## src/rtl/seven_seg_scan_if.sv

```systemverilog
// Bus between a host and the four-digit seven-segment scan controller:
// load/ready capture handshake plus the registered display outputs.
interface seven_seg_scan_if;
  logic [15:0] value;
  logic [3:0]  dp_in;
  logic        load;
  logic        ready;
  logic [7:0]  led;
  logic [3:0]  ledState;
  logic [7:0]  lights;

  modport master (
    output value,
    output dp_in,
    output load,
    input  ready,
    input  led,
    input  ledState,
    input  lights
  );

  modport slave (
    input  value,
    input  dp_in,
    input  load,
    output ready,
    output led,
    output ledState,
    output lights
  );
endinterface

```

## src/rtl/seven_seg_scan_ctrl.sv

```systemverilog
// Four-digit multiplexed seven-segment scan controller with a tear-free,
// frame-boundary value update. Define SEVEN_SEG_LEADING_ZERO_BLANK_EN to
// suppress leading zeros on digits 3..1.
//
// state   | meaning
// --------+---------------------------------------------------------
// S_BLANK | guard interval at slot start, all anodes off
// S_DRIVE | anode of the current digit on, segments decoded
module seven_seg_scan_ctrl #(
  parameter int REFRESH_DIV  = 50000,
  parameter int BLANK_CYCLES = 500
) (
  input logic              clk,
  input logic              rst,
  seven_seg_scan_if.slave  bus
);

  localparam int CW = (REFRESH_DIV > 2) ? $clog2(REFRESH_DIV) : 1;
  localparam logic [CW-1:0] CNT_LAST  = CW'(REFRESH_DIV - 1);
  localparam logic [CW-1:0] CNT_BLANK = CW'(BLANK_CYCLES);

  typedef enum logic {
    S_BLANK = 1'b0,
    S_DRIVE = 1'b1
  } state_t;

  state_t        state_q, state_nxt;
  logic [CW-1:0] cnt_q, cnt_nxt;
  logic [1:0]    dig_q, dig_nxt;
  logic          frame_end;

  logic [15:0]   active_val_q;
  logic [3:0]    active_dp_q;
  logic [15:0]   pend_val_q;
  logic [3:0]    pend_dp_q;
  logic          pend_valid_q;
  logic          ready_q;

  logic [7:0]    led_q, led_nxt;
  logic [3:0]    an_q, an_nxt;
  logic [7:0]    lights_q;

  logic [3:0]    nib;
  logic [3:0]    blank_mask;

  function automatic logic [6:0] hex7(input logic [3:0] n);
    logic [6:0] s;
    case (n)
      4'h0:    s = 7'h40;
      4'h1:    s = 7'h79;
      4'h2:    s = 7'h24;
      4'h3:    s = 7'h30;
      4'h4:    s = 7'h19;
      4'h5:    s = 7'h12;
      4'h6:    s = 7'h02;
      4'h7:    s = 7'h78;
      4'h8:    s = 7'h00;
      4'h9:    s = 7'h10;
      4'hA:    s = 7'h08;
      4'hB:    s = 7'h03;
      4'hC:    s = 7'h46;
      4'hD:    s = 7'h21;
      4'hE:    s = 7'h06;
      default: s = 7'h0E;
    endcase
    return s;
  endfunction

  // Slot/digit counters and the frame boundary that gates commits.
  always_comb begin
    cnt_nxt   = cnt_q + CW'(1);
    dig_nxt   = dig_q;
    frame_end = 1'b0;
    if (cnt_q == CNT_LAST) begin
      cnt_nxt = '0;
      dig_nxt = dig_q + 2'd1;
      if (dig_q == 2'd3) frame_end = 1'b1;
    end
  end

  // State tracks the counter value it is paired with in the same cycle.
  always_comb begin
    state_nxt = S_BLANK;
    if (cnt_nxt >= CNT_BLANK) state_nxt = S_DRIVE;
  end

`ifdef SEVEN_SEG_LEADING_ZERO_BLANK_EN
  // A digit is a leading zero when it and every digit to its left are zero
  // with no decimal point lit; digit 0 is never suppressed.
  always_comb begin
    blank_mask    = 4'b0000;
    blank_mask[3] = (active_val_q[15:12] == 4'h0) && !active_dp_q[3];
    blank_mask[2] = blank_mask[3] && (active_val_q[11:8] == 4'h0) && !active_dp_q[2];
    blank_mask[1] = blank_mask[2] && (active_val_q[7:4] == 4'h0) && !active_dp_q[1];
  end
`else
  assign blank_mask = 4'b0000;
`endif

  assign nib = active_val_q[{dig_q, 2'b00} +: 4];

  always_comb begin
    led_nxt = 8'hFF;
    an_nxt  = 4'hF;
    if (state_q == S_DRIVE) begin
      an_nxt = ~(4'b0001 << dig_q);
      if (!blank_mask[dig_q]) begin
        led_nxt = {~active_dp_q[dig_q], hex7(nib)};
      end
    end
  end

  always_ff @(posedge clk) begin
    if (rst) begin
      state_q <= S_BLANK;
      cnt_q   <= '0;
      dig_q   <= 2'd0;
    end else begin
      state_q <= state_nxt;
      cnt_q   <= cnt_nxt;
      dig_q   <= dig_nxt;
    end
  end

  // Capture/commit path; reset wins over both load and commit.
  always_ff @(posedge clk) begin
    if (rst) begin
      active_val_q <= 16'h0000;
      active_dp_q  <= 4'h0;
      pend_val_q   <= 16'h0000;
      pend_dp_q    <= 4'h0;
      pend_valid_q <= 1'b0;
      ready_q      <= 1'b1;
      lights_q     <= 8'h00;
    end else if (frame_end && pend_valid_q) begin
      active_val_q <= pend_val_q;
      active_dp_q  <= pend_dp_q;
      lights_q     <= pend_val_q[7:0];
      pend_valid_q <= 1'b0;
      ready_q      <= 1'b1;
    end else if (bus.load && ready_q) begin
      pend_val_q   <= bus.value;
      pend_dp_q    <= bus.dp_in;
      pend_valid_q <= 1'b1;
      ready_q      <= 1'b0;
    end
  end

  always_ff @(posedge clk) begin
    if (rst) begin
      led_q <= 8'hFF;
      an_q  <= 4'hF;
    end else begin
      led_q <= led_nxt;
      an_q  <= an_nxt;
    end
  end

  assign bus.ready    = ready_q;
  assign bus.led      = led_q;
  assign bus.ledState = an_q;
  assign bus.lights   = lights_q;

endmodule

```

## src/flat_wrapper.sv

```systemverilog
// flat-port wrapper written by rule: the top's interface ports become plain ports
module seven_seg_scan_ctrl_flat 
#(
  parameter int REFRESH_DIV  = 50000,
  parameter int BLANK_CYCLES = 500
)
  (clk, rst, bus_value, bus_dp_in, bus_load, bus_ready, bus_led, bus_ledState, bus_lights);
  seven_seg_scan_if bus_i ();
  input logic clk;
  input logic rst;
  input wire logic [$bits(bus_i.value)-1:0] bus_value;
  input wire logic [$bits(bus_i.dp_in)-1:0] bus_dp_in;
  input wire logic [$bits(bus_i.load)-1:0] bus_load;
  output wire logic [$bits(bus_i.ready)-1:0] bus_ready;
  output wire logic [$bits(bus_i.led)-1:0] bus_led;
  output wire logic [$bits(bus_i.ledState)-1:0] bus_ledState;
  output wire logic [$bits(bus_i.lights)-1:0] bus_lights;
  assign bus_i.value = bus_value;
  assign bus_i.dp_in = bus_dp_in;
  assign bus_i.load = bus_load;
  assign bus_ready = bus_i.ready;
  assign bus_led = bus_i.led;
  assign bus_ledState = bus_i.ledState;
  assign bus_lights = bus_i.lights;
  seven_seg_scan_ctrl #(.REFRESH_DIV(REFRESH_DIV), .BLANK_CYCLES(BLANK_CYCLES)) u_core (.clk(clk), .rst(rst), .bus(bus_i));
endmodule
```

## config.mk

```make
export PLATFORM = sky130hd
export DESIGN_NAME = seven_seg_scan_ctrl_flat
export DESIGN_NICKNAME = d
export VERILOG_FILES = /design/src/rtl/seven_seg_scan_if.sv /design/src/rtl/seven_seg_scan_ctrl.sv /design/src/flat_wrapper.sv
export SDC_FILE = /design/constraint.sdc
export NUM_CORES = 1
export LEC_CHECK = 0
export BUFFER_PORTS_ARGS = -buffer_cell sky130_fd_sc_hd__buf_2
export CORE_MARGIN = 1.5
export CORE_UTILIZATION = 60
export CTS_CLUSTER_DIAMETER = 150
export CTS_CLUSTER_SIZE = 10
export DETAILED_ROUTE_END_ITERATION = 6
export PLACE_DENSITY = 0.78
export SETUP_SLACK_MARGIN = 0.05
export SLEW_MARGIN = 20
export SYNTH_ARGS = -nofsm -noshare
export SYNTH_HDL_FRONTEND = slang
export SYNTH_SLANG_ARGS = --single-unit
```

## constraint.sdc

```tcl
create_clock -name clk -period 6.08 [get_ports clk]
set_input_delay 1.216 -clock clk [delete_from_list [all_inputs] [get_ports clk]]
set_output_delay 1.216 -clock clk [all_outputs]
set_load 0.01 [all_outputs]
```

==> out/results.md, run 1 <==
## Pwr
- 0.1609 mV — Max rail drop VDD
- 51.7% — sequential power share
- 22.86% — fraction of power spent switching nets
- 0.0002196 W — net load switching power
- 263.5 mW/mm² — total power divided by cell area
- 44.2% — part of the total power dissipated in the clock network
- 0.0007410 W — internal power component
- 1.417 nW — leakage power
- 4.1% — share of total power in combinational logic

## Timing
- 0 ns — setup tns final
- 0 — count of endpoints failing setup in the final report
- 2.663 ns — clock period minus worst slack
- 43.79% — Final period util
- 0 — number of hold violations in the final report
- 40.93% — Slew headroom
- 0.8860 ns — transition time at the pin with the least slew margin
- 375.6 MHz — Fmax achieved
- 0.01033 ns — Worst Clk Skew
- 0 — Max Transition Viols Final
- no — RSZ-0062 raised after global routing

## Yosys
- 43 — post-synth cell types
- 0% — share of synthesized flip-flops with an asynchronous set or reset
- sky130_fd_sc_hd__dfxtp_1 — main flop type after synthesis
- 0.003328 mm² — Syn Std Cell Area
- 0 — count of flip-flops with a built-in enable after synthesis
- 43.91% — register area share after synthesis
- 73 — flops & latches, synth
- 338 — number of standard cells after synthesis
- 0 — Yosys Warn Count
- 372 — Mapped Nets
- 9.847 µm² — synthesized area per cell

## CTS
- 2 — Max Root-Sink Buffers
- yes — CTS tree
- sky130_fd_sc_hd__clkbuf_8 — clock root buffer
- 9 — total CTS buffers
- 0.34 ns — clock latency at the later pin of the worst-skew pair
- 0.08 ns — Worst-path clk slew
- 73 — total number of clock tree sinks
- 0 — hold-fix buffers at CTS
- 3 — H-tree depth
- 0 — PostCTS Resize Cnt
- 0 — post-CTS setup repair buffer count

## Finish
- 19.89% — proportion of layout cells with a drive suffix above 1
- 9.549% — area growth from synthesis to final layout
- 437 — count of placed standard cells in the final layout, fillers left out
- 0.003646 mm² — Final Cell Area
- 407 — number of fill cells in the layout
- 69.61% — post-route core utilization
- 396 — count of nets after finishing
- 0 — antenna diode instance count

## Min path
- u_core.bus.ready — startpoint of the most critical hold path
- reg2reg — path type of the worst min-delay path

## Drt
- 14.18 µm — routed length per placed instance
- 5.426 — average vias per placed instance
- 2371 — vias after detailed routing
- 95 — count of routing violations after the opening detailed-route iteration
- 0 — number of antenna-violating nets in the routed design
- 6196 µm — total wire length
- 4 — number of detailed-route iterations in the first pass
- 0 — total DRC errors in the routed layout

## Critical path
- sky130_fd_sc_hd__o21ai_4 — cell with the biggest individual delay on the critical path
- u_core.cnt_q[0] — launching element of the worst setup path
- 0.75 ns — highest cell delay on the worst timing path
- u_core.pend_val_q[4] — Worst R2R End
- u_core.cnt_q[0] — reg-to-reg critical path startpoint
- 3.42 ns — reg-to-reg setup timing slack
- 6 — number of logic stages on the critical path including buffering
- 6 — Register-to-Register Path Depth
- 0 — critical path buffer and inverter count
- 2.87 ns — signal arrival time at the worst endpoint
- ha_1 > and4b_1 > nand4_4 > o21ai_4 > mux2i_1 > nor2_1 — cell-by-cell trace of the critical path
- compound AO/OA/AOI/OAI gates — gate family responsible for the most delay along the worst path
- 6.28 ns — critical path required time
- flop — Critical Path Start Type
- u_core.pend_val_q[4] — critical path capture point
- 20 — Max FO, Critical Path
- reg2reg — Setup CP Type
- flop — crit path capture type

## GRT
- 0 — overflow left after global routing
- 10670 µm — first-pass GRT wire length
- 22.64% — combined global-route utilization of all metal layers
- 52 — largest net degree at the start of global routing
- 2297 — via count of the first global-routing pass
- 0 — initial antenna violation count

## Place
- 4191 µm — post-detailed-placement half-perimeter wirelength
- 43 — port bufs
- 0.8805 — weighted congestion reported at the end of routability-driven placement
- 0.003421 mm² — placed inst area
- 421 — placed cell count

## Run status
- completed — outcome

## Floorplan
- 77.48 µm — horizontal extent of the die
- 63.55% — effective utilization at floorplan
- 0.006003 mm² — DIE AREA
- 44 — I/O pin count
- 77.48 µm — die height
- 0.005238 mm² — placeable core area
- 26 — # rows

## Flow run
- 0 — max_cap viols

## layout make-up
class	count	area, µm²	area share [%]
Timing Repair Buffer	43	215.2	5.903
Sequential cell	73	1461	40.08
Clock buffer	9	123.9	3.397
Multi-Input combinational cell	227	1627	44.61
Clock inverter	7	101.3	2.780
Tap cell	70	87.58	2.402
Inverter	8	30.03	0.8236
## worst min-delay path by stage
| stage | to | slack, ns | depth (start not counted) |
|---|---|---|---|
| global route | u_core.pend_valid_q | 0.51 | 1 |
| CTS | u_core.bus.ready | 0.48 | 2 |
| finish | u_core.bus.ready | 0.47 | 2 |
| global placement | u_core.pend_valid_q | 0.46 | 1 |
| floorplan | u_core.pend_valid_q | 0.44 | 1 |
| detailed placement | u_core.bus.ready | 0.46 | 2 |
## power groups by stage
stage | registers, W | logic (W) | clock network, W
2_1_floorplan | 0.000505 | 0.0000320 | 0
3_3_place_gp | 0.000507 | 0.0000386 | 0
3_5_place_dp | 0.000508 | 0.0000401 | 0
4_1_cts | 0.000497 | 0.0000401 | 0.000431
5_1_grt | 0.000498 | 0.0000448 | 0.000456
6_report | 0.000497 | 0.0000396 | 0.000424
## cell families (layout without fill, tap and decap cells)
logic type,after synthesis,after routing,share of synthesized area [%]
AOI/OAI and AO/OA,22,22,5.038
xor gates and xnor gates,17,17,4.474
adders and majority gates,11,11,4.135
buffers and inverters,38,67,7.218
DFF,73,73,43.91
muxes,49,49,16.65
and+or+nand+nor,128,128,18.57
## Yosys cell counts, types with 2 or more instances
cell type	instances	area share (%)
sky130_fd_sc_hd__buf_8	2	0.90
sky130_fd_sc_hd__clkbuf_1	7	0.79
sky130_fd_sc_hd__buf_4	12	2.7
sky130_fd_sc_hd__nand4b_1	2	0.53
sky130_fd_sc_hd__inv_1	8	0.90
sky130_fd_sc_hd__nand2b_1	2	0.38
sky130_fd_sc_hd__and2_1	2	0.38
sky130_fd_sc_hd__buf_2	6	0.90
sky130_fd_sc_hd__nand4_1	4	0.75
sky130_fd_sc_hd__ha_1	11	4.1
sky130_fd_sc_hd__a41oi_1	2	0.53
sky130_fd_sc_hd__and3b_1	2	0.53
sky130_fd_sc_hd__a21oi_1	4	0.60
sky130_fd_sc_hd__dfxtp_1	73	44
sky130_fd_sc_hd__nor3_1	5	0.75
sky130_fd_sc_hd__o311ai_0	3	0.79
sky130_fd_sc_hd__xor2_1	5	1.3
sky130_fd_sc_hd__o211ai_1	3	0.68
sky130_fd_sc_hd__a31o_2	2	0.53
sky130_fd_sc_hd__o22ai_1	2	0.38
sky130_fd_sc_hd__xnor2_1	12	3.2
sky130_fd_sc_hd__mux4_2	5	3.4
sky130_fd_sc_hd__nand3_1	12	1.8
sky130_fd_sc_hd__mux2i_1	43	13
sky130_fd_sc_hd__nor4_1	2	0.38
sky130_fd_sc_hd__buf_6	3	1.0
sky130_fd_sc_hd__nor2_1	71	8.0
sky130_fd_sc_hd__nand2_1	18	2.0
## cells in the final DEF (no fill, tap or decap), drive strengths merged, types with 3 or more instances in the layout
cell    instances
a21oi           4
buf            43
clkbuf          9
dfxtp          73
ha             11
inv            10
mux2i          43
mux4            5
nand2          18
nand3          13
nand4           5
nor2           72
nor3            5
o211ai          3
o311ai          3
xnor2          12
xor2            5
## sequential cells by signal (all words and copies together) (netlist names)
| signal | cells |
|---|---|
| u_core.cnt_q | 16 |
| u_core.pend_val_q | 16 |
| u_core.active_val_q | 9 |
| u_core.bus.led | 8 |
| u_core.bus.lights | 7 |
| u_core.active_dp_q | 4 |
| u_core.bus.ledState | 4 |
| u_core.pend_dp_q | 4 |
| u_core.dig_q | 2 |
| u_core.bus.ready | 1 |
| u_core.pend_valid_q | 1 |
| u_core.state_q | 1 |
## metal layers
metal	share of wire (%)	GRT usage, %
met1	50	30.62
met2	45	35.26
met3	4.7	5.765
met4	0.98	7.636
met5	0	0
## metrics by stage
stage / hold slack, ns / setup WS, ns / power, W
after detailed placement: 0.4608 / 3.193 / 0.0005481
after floorplan: 0.4404 / 3.929 / 0.0005369
after global routing: 0.5142 / 3.261 / 0.0009987
after global placement: 0.4586 / 3.252 / 0.0005461
after CTS: 0.4763 / 3.431 / 0.0009675
final: 0.4715 / 3.417 / 0.0009606
## worst reg2reg max path, stage by stage, from the launching register on
cell	delay, ns
sky130_fd_sc_hd__dfxtp_1	0.48
sky130_fd_sc_hd__ha_1	0.42
sky130_fd_sc_hd__and4b_1	0.33
sky130_fd_sc_hd__nand4_4	0.21
sky130_fd_sc_hd__o21ai_4	0.75
sky130_fd_sc_hd__mux2i_1	0.28
sky130_fd_sc_hd__nor2_1	0.06
(Power assumes the default switching activity.)
==> run 2, diff against run 1 <==
- CORE_UTILIZATION: 60 -> 51
- PLACE_DENSITY: 0.78 -> 0.71
- clock period: 6.08 -> 2.4 ns (I/O delays scaled with it)
==> out/results.md, run 2 (synthesis results as in run 1) <==
## Timing
- 66.17% — Slew headroom, +25 points
- 0 — count of endpoints failing setup in the final report, unchanged
- 0.3214 ns — hold_ws, -0.1500 ns
- 0.2846 ns — setup slack after layout, -3.133 ns
- 0.5035 ns — transition time at the pin with the least slew margin, -0.3825 ns
- 0 — number of hold violations in the final report, unchanged
- 472.7 MHz — Fmax achieved, +26%
- 88.14% — Final period util, +44 points
- no — RSZ-0062 raised after global routing
- 2.115 ns — clock period minus worst slack, -0.5473 ns
- 0 ns — setup tns final, unchanged
- 0 — Max Transition Viols Final, unchanged
- 0.009190 ns — Worst Clk Skew, -0.001140 ns

## Run status
- completed — outcome

## Critical path
- flop — Critical Path Start Type
- flop — crit path capture type
- reg2reg — Setup CP Type
- 20 — Max FO, Critical Path, unchanged
- 2.35 ns — signal arrival time at the worst endpoint, -0.52 ns
- 2.64 ns — critical path required time, -3.64 ns

## CTS
- 9 — total CTS buffers, unchanged
- 3 — H-tree depth, unchanged
- 2 — Max Root-Sink Buffers, unchanged
- 0.35 ns — clock latency at the later pin of the worst-skew pair, about the same
- yes — CTS tree
- 0.08 ns — Worst-path clk slew, about the same
- 73 — total number of clock tree sinks, unchanged
- sky130_fd_sc_hd__clkbuf_8 — clock root buffer

## Finish
- 451 — count of placed standard cells in the final layout, fillers left out, +3.2%
- 73 x sky130_fd_sc_hd__dfxtp_1, 71 x sky130_fd_sc_hd__nor2_1, 43 x sky130_fd_sc_hd__mux2i_1, 43 x sky130_fd_sc_hd__buf_2, 18 x sky130_fd_sc_hd__nand2_1 — most used cells in the layout excluding fill and tap cells
- 21.39% — proportion of layout cells with a drive suffix above 1, +1.5 points
- 12.82% — area growth from synthesis to final layout
- sky130_fd_sc_hd__dfxtp_1 — most frequent standard cell in the layout excluding fill and tap cells
- 0 — antenna diode instance count, unchanged
- 0.001632 mm² — combined area of the multi-input logic cells, +0.31%
- u_core.cnt_q x16, u_core.pend_val_q x16, u_core.active_val_q x9 — largest registers in the final layout
- 403 — count of nets after finishing, +1.8%
- 558 — number of fill cells in the layout, +37%
- 0.001461 mm² — register area, unchanged

## Floorplan
- 52.72% — effective utilization at floorplan, -11 points
- 29 — # rows, +12%
- 83.78 µm — die height, +8.1%
- 0.007019 mm² — DIE AREA, +17%
- 44 — I/O pin count, unchanged
- 0.006314 mm² — placeable core area, +21%
- 83.78 µm — horizontal extent of the die, +8.1%

## GRT
- 19.04% — combined global-route utilization of all metal layers, -3.6 points
- 0 — initial antenna violation count, unchanged
- 36 — largest net degree at the start of global routing, -31%
- 2318 — via count of the first global-routing pass, +0.91%
- 0 — overflow left after global routing, unchanged
- 10650 µm — first-pass GRT wire length, -0.20%

## Drt
- 5 — number of detailed-route iterations in the first pass, +1
- 2410 — vias after detailed routing, +1.6%
- 93 — count of routing violations after the opening detailed-route iteration, -2.1%
- 13.70 µm — routed length per placed instance, -3.4%
- 6180 µm — total wire length, -0.26%
- 0 — number of antenna-violating nets in the routed design, unchanged
- 0 — total DRC errors in the routed layout, unchanged
- 5.344 — average vias per placed instance, -1.5%

## Place
- 0.9008 — weighted congestion reported at the end of routability-driven placement, +2.3%
- 0.2832 ns — post-placement worst setup slack, -2.910 ns
- 43 — port bufs, unchanged
- 435 — placed cell count, +3.3%
- 4324 µm — post-detailed-placement half-perimeter wirelength, +3.2%

## Pwr
- 1.472 nW — leakage power, +3.9%
- 0.4751 mV — Max rail drop VDD, +200%
- 672.1 mW/mm² — total power divided by cell area, +160%

## Min path
- in2reg — path type of the worst min-delay path

## Flow run
- 0 — max_cap viols, unchanged

-- run 2: changes by cell type in the layout (fill, tap and decap cells not counted), sizes merged --
cell      previous run  this run
clkbuf               9        10
clkinvlp             2         1
buf                 43        50
bufinv               2         3
inv                 10         9
-- run 2: area by class of cell --
cell class,instances,area share [%]
inverters,8,0.7997
well taps,77,2.566
repair buffers,50,7.797
flip-flops and latches,73,38.92
multi-input cells,227,43.45
clock inverters,6,3.066
clock buffers,10,3.399
-- run 2: metal layers --
layer	wire (µm)	track usage, %	vias to the layer above
met3	253	3.956	14
li1	-	-	1211
met1	2949	24.62	1122
met5	0	0	-
met4	135	9.538	0
met2	2841	30.21	63
-- run 2: power breakdown --
| part | total [W] | internal [W] | switching [W] | leakage [nW] |
|---|---|---|---|---|
| Combinational | 0.000108 | 0.0000523 | 0.0000558 | 0.762 |
| Clock | 0.00116 | 0.000696 | 0.000462 | 0.117 |
| Sequential | 0.00126 | 0.00124 | 0.0000206 | 0.593 |
-- run 2: final timing paths --
kind | cells past startpoint | end | slack (ns) | start
max | 7 | u_core.pend_val_q[0] | 0.28 | u_core.cnt_q[0]
max reg2reg | 7 | u_core.pend_val_q[0] | 0.28 | u_core.cnt_q[0]
min reg2reg | 2 | u_core.bus.ready | 0.48 | u_core.bus.ready
min | 2 | u_core.bus.ready | 0.32 | bus_load
-- run 2: through the flow --
step	cell area, µm²	power (W)	utilization (%)
2_1_floorplan	3328	0.001360	-
3_3_place_gp	3507	0.001391	55.55
3_5_place_dp	3507	0.001395	55.55
4_1_cts	3750	0.002550	59.39
5_1_grt	3755	0.002617	59.47
6_report	3755	0.002523	59.47
-- run 2: what timing repair did --
item | in CTS | in global routing
setup endpoints to repair | 0 | 1
setup buffers | 0 | 0
hold endpoints to repair | 0 | 0
hold buffers | 0 | 0
gates resized for setup | 0 | 1
-- run 2: worst max-delay path: stages, from the launching register on --
cell and delay [ns]:
sky130_fd_sc_hd__dfxtp_1 0.45, sky130_fd_sc_hd__ha_1 0.37, sky130_fd_sc_hd__and4b_1 0.29, sky130_fd_sc_hd__nand4_4 0.20
sky130_fd_sc_hd__o21ai_4 0.22, sky130_fd_sc_hd__buf_12 0.20, sky130_fd_sc_hd__mux2i_1 0.22, sky130_fd_sc_hd__nor2_1 0.06
==> run 3, diff against run 2 <==
- ABC_AREA: default -> 1
- CORE_UTILIZATION: 51 -> 52
- PLACE_DENSITY: 0.71 -> 0.72
==> out/results.md, run 3 <==
## Min path
- bus_value[4] — startpoint of the most critical hold path
- 3 — number of cells on the worst hold path, +1
- in2reg — path type of the worst min-delay path

## Yosys
- 43.78% — Synth top area share, -0.13 points
- sky130_fd_sc_hd__dfxtp_1 — cell type with the largest total area after synthesis
- sky130_fd_sc_hd__nor2_1 — most repeated cell in the gate-level netlist after synthesis
- 7.087 µm² — synthesized area per cell, -28%
- sky130_fd_sc_hd__dfxtp_1 44%, sky130_fd_sc_hd__nor2_1 11%, sky130_fd_sc_hd__nand2_1 9.1% — dominant cells by area after synthesis
- 0.003338 mm² — Syn Std Cell Area, +0.30%
- 43.78% — register area share after synthesis, -0.13 points
- 0% — share of synthesized flip-flops with an asynchronous set or reset, unchanged
- 27 — post-synth cell types, -37%
- 0 — Yosys Warn Count, unchanged
- 505 — Mapped Nets, +36%
- 0 — count of flip-flops with a built-in enable after synthesis, unchanged
- 73 — flops & latches, synth, unchanged
- sky130_fd_sc_hd__dfxtp_1 — main flop type after synthesis
- 101 x sky130_fd_sc_hd__nor2_1, 81 x sky130_fd_sc_hd__nand2_1, 73 x sky130_fd_sc_hd__dfxtp_1 — most frequent cells after synthesis
- 471 — number of standard cells after synthesis, +39%

## Pwr
- 0.4920 mV — Max rail drop VDD, +3.6%
- 1.679 nW — leakage power, +14%
- 678.3 mW/mm² — total power divided by cell area, +0.92%

## Drt
- 12.25 µm — routed length per placed instance, -11%
- 0 — total DRC errors in the routed layout, unchanged
- 0 — number of antenna-violating nets in the routed design, unchanged
- 4 — number of detailed-route iterations in the first pass, -1
- 3011 — vias after detailed routing, +25%
- 147 — count of routing violations after the opening detailed-route iteration, +58%
- 7192 µm — total wire length, +16%
- 5.129 — average vias per placed instance, -4.0%

## Finish
- 60.18% — post-route core utilization, +0.70 points
- 13.16% — area growth from synthesis to final layout
- sky130_fd_sc_hd__nor2_1 — most frequent standard cell in the layout excluding fill and tap cells
- 14.31% — proportion of layout cells with a drive suffix above 1, -7.1 points
- 101 x sky130_fd_sc_hd__nor2_1, 81 x sky130_fd_sc_hd__nand2_1, 73 x sky130_fd_sc_hd__dfxtp_1, 48 x sky130_fd_sc_hd__inv_1, 43 x sky130_fd_sc_hd__buf_2 — most used cells in the layout excluding fill and tap cells
- 539 — count of nets after finishing, +34%
- u_core.cnt_q x16, u_core.pend_val_q x16, u_core.active_val_q x9 — largest registers in the final layout
- 0.001533 mm² — combined area of the multi-input logic cells, -6.1%
- 590 — number of fill cells in the layout, +5.7%
- 0.001461 mm² — register area, unchanged
- 0 — antenna diode instance count, unchanged

## Place
- 43 — port bufs, unchanged
- 0.9084 — weighted congestion reported at the end of routability-driven placement, +0.84%
- 5118 µm — post-detailed-placement half-perimeter wirelength, +18%
- 0.2938 ns — post-placement worst setup slack, +0.01062 ns

## CTS
- 0.35 ns — clock latency at the later pin of the worst-skew pair, about the same
- 2 — Max Root-Sink Buffers, unchanged
- 0.08 ns — Worst-path clk slew, about the same
- 3 — H-tree depth, unchanged
- 9 — total CTS buffers, unchanged
- 0 — post-CTS setup repair buffer count, unchanged
- 0 — PostCTS Resize Cnt, unchanged
- 0 — hold-fix buffers at CTS, unchanged
- sky130_fd_sc_hd__clkbuf_8 — clock root buffer
- 73 — total number of clock tree sinks, unchanged
- yes — CTS tree

## Timing
- 472.7 MHz — Fmax achieved, about the same
- 71.48% — Slew headroom, +5.3 points
- 0 — number of hold violations in the final report, unchanged
- 0.4272 ns — transition time at the pin with the least slew margin, -0.07627 ns
- 0 ns — setup tns final, unchanged
- 0 — Max Transition Viols Final, unchanged
- 0.009264 ns — Worst Clk Skew, +0.00007433 ns
- 0 — count of endpoints failing setup in the final report, unchanged
- 88.15% — Final period util, about the same
- 0.2844 ns — setup slack after layout, -0.0002490 ns
- no — RSZ-0062 raised after global routing
- 2.116 ns — clock period minus worst slack, +0.0002490 ns

## Flow run
- 0 — max_cap viols, unchanged

## Critical path
- flop — crit path capture type
- inv_1 > nand2_1 > a32oi_1 > inv_1 > ha_1 > nor2_1 > o21ai_0 > nand3_1 — cell-by-cell trace of the critical path
- 15 — Max FO, Critical Path, -25%
- 2 — critical path buffer and inverter count, +1
- 2.63 ns — critical path required time, about the same
- buffers and inverters — gate family responsible for the most delay along the worst path
- 0.44 ns — highest cell delay on the worst timing path, about the same
- sky130_fd_sc_hd__inv_1 — CP dominant cell by count
- reg2reg — Setup CP Type
- 8 — number of logic stages on the critical path including buffering, +1
- u_core.dig_q[0] — reg-to-reg critical path startpoint
- flop — Critical Path Start Type
- sky130_fd_sc_hd__dfxtp_1 — cell with the biggest individual delay on the critical path
- u_core.dig_q[0] — launching element of the worst setup path
- 2.35 ns — signal arrival time at the worst endpoint, about the same
- 8 — Register-to-Register Path Depth, +1

## Floorplan
- 44 — I/O pin count, unchanged
- 83.12 µm — horizontal extent of the die, -0.79%
- 53.18% — effective utilization at floorplan, +0.46 points
- 29 — # rows, unchanged
- 0.006277 mm² — placeable core area, -0.57%
- 0.006909 mm² — DIE AREA, -1.6%
- 83.12 µm — die height, -0.79%

## GRT
- 2814 — via count of the first global-routing pass, +21%
- 12550 µm — first-pass GRT wire length, +18%
- 0 — overflow left after global routing, unchanged
- 42 — largest net degree at the start of global routing, +17%
- 0 — initial antenna violation count, unchanged
- 22.46% — combined global-route utilization of all metal layers, +3.4 points

## Run status
- completed — outcome

## run 3: changes by cell type in the layout (fill, tap and decap cells not counted), sizes merged, moves of 4 or more
cell	change
nor2	+31
buf	-4
mux4	-5
o21ai	+49
mux2i	-43
xnor2	-12
a21oi	+22
nand2	+64
xor2	-4
inv	+46
nand3	+17
## run 3: final timing paths
kind | to | slack (ns)
hold / removal | u_core.pend_val_q[4] | 0.37
hold reg to reg | u_core.active_val_q[13] | 0.45
setup reg to reg | u_core.bus.led[3] | 0.28
setup / recovery | u_core.bus.led[3] | 0.28
## run 3: logic make-up after synthesis
logic type | Yosys count | synth area share, %
AND/OR/NAND/NOR | 223 | 27.51
XOR/XNOR | 1 | 0.2624
AO/OA/AOI/OAI | 87 | 14.02
adder cells (fa/ha/maj) | 11 | 4.123
buffers and inverters | 76 | 10.31
flip-flops | 73 | 43.78
## run 3: worst min-delay path: stages
cell	delay [ns]
sky130_fd_sc_hd__buf_2	0.07
sky130_fd_sc_hd__o21ai_1	0.06
sky130_fd_sc_hd__nor2_1	0.07
## run 3: metal layers
layer  share of wire [%]  track usage [%]  wire length (µm)  up-vias
met5                   0                0                 0        -
met3                 4.1            5.666               293       11
li1                    -                -                 -     1567
met1                  47            27.83              3375     1372
met4                 1.8            10.00               132        0
met2                  47            36.95              3389       61
## run 3: area by class of cell
class / count / area share [%]
Multi-Input combinational cell: 322 / 40.58
Clock inverter: 7 / 3.345
Sequential cell: 73 / 38.69
Timing Repair Buffer: 46 / 6.293
Clock buffer: 9 / 3.279
Inverter: 53 / 5.267
Tap cell: 77 / 2.551
## run 3: report_power, final
part	internal [W]	total, W	switching, W	leakage (nW)
registers	0.00125	0.00126	0.0000172	0.594
logic	0.0000433	0.000112	0.0000684	0.963
clock network	0.000703	0.00119	0.000485	0.122
## run 3: per-stage QoR
step                hold slack (ns)  instance area (µm²)  std cells  power, W
floorplan                    0.4297                 3338        471  0.001371
global placement             0.4379                 3527        571  0.001398
detailed placement           0.4456                 3527        571  0.001402
CTS                          0.3552                 3777        587  0.002576
global route                 0.3645                 3777        587  0.002656
finish                       0.3658                 3777        587  0.002562
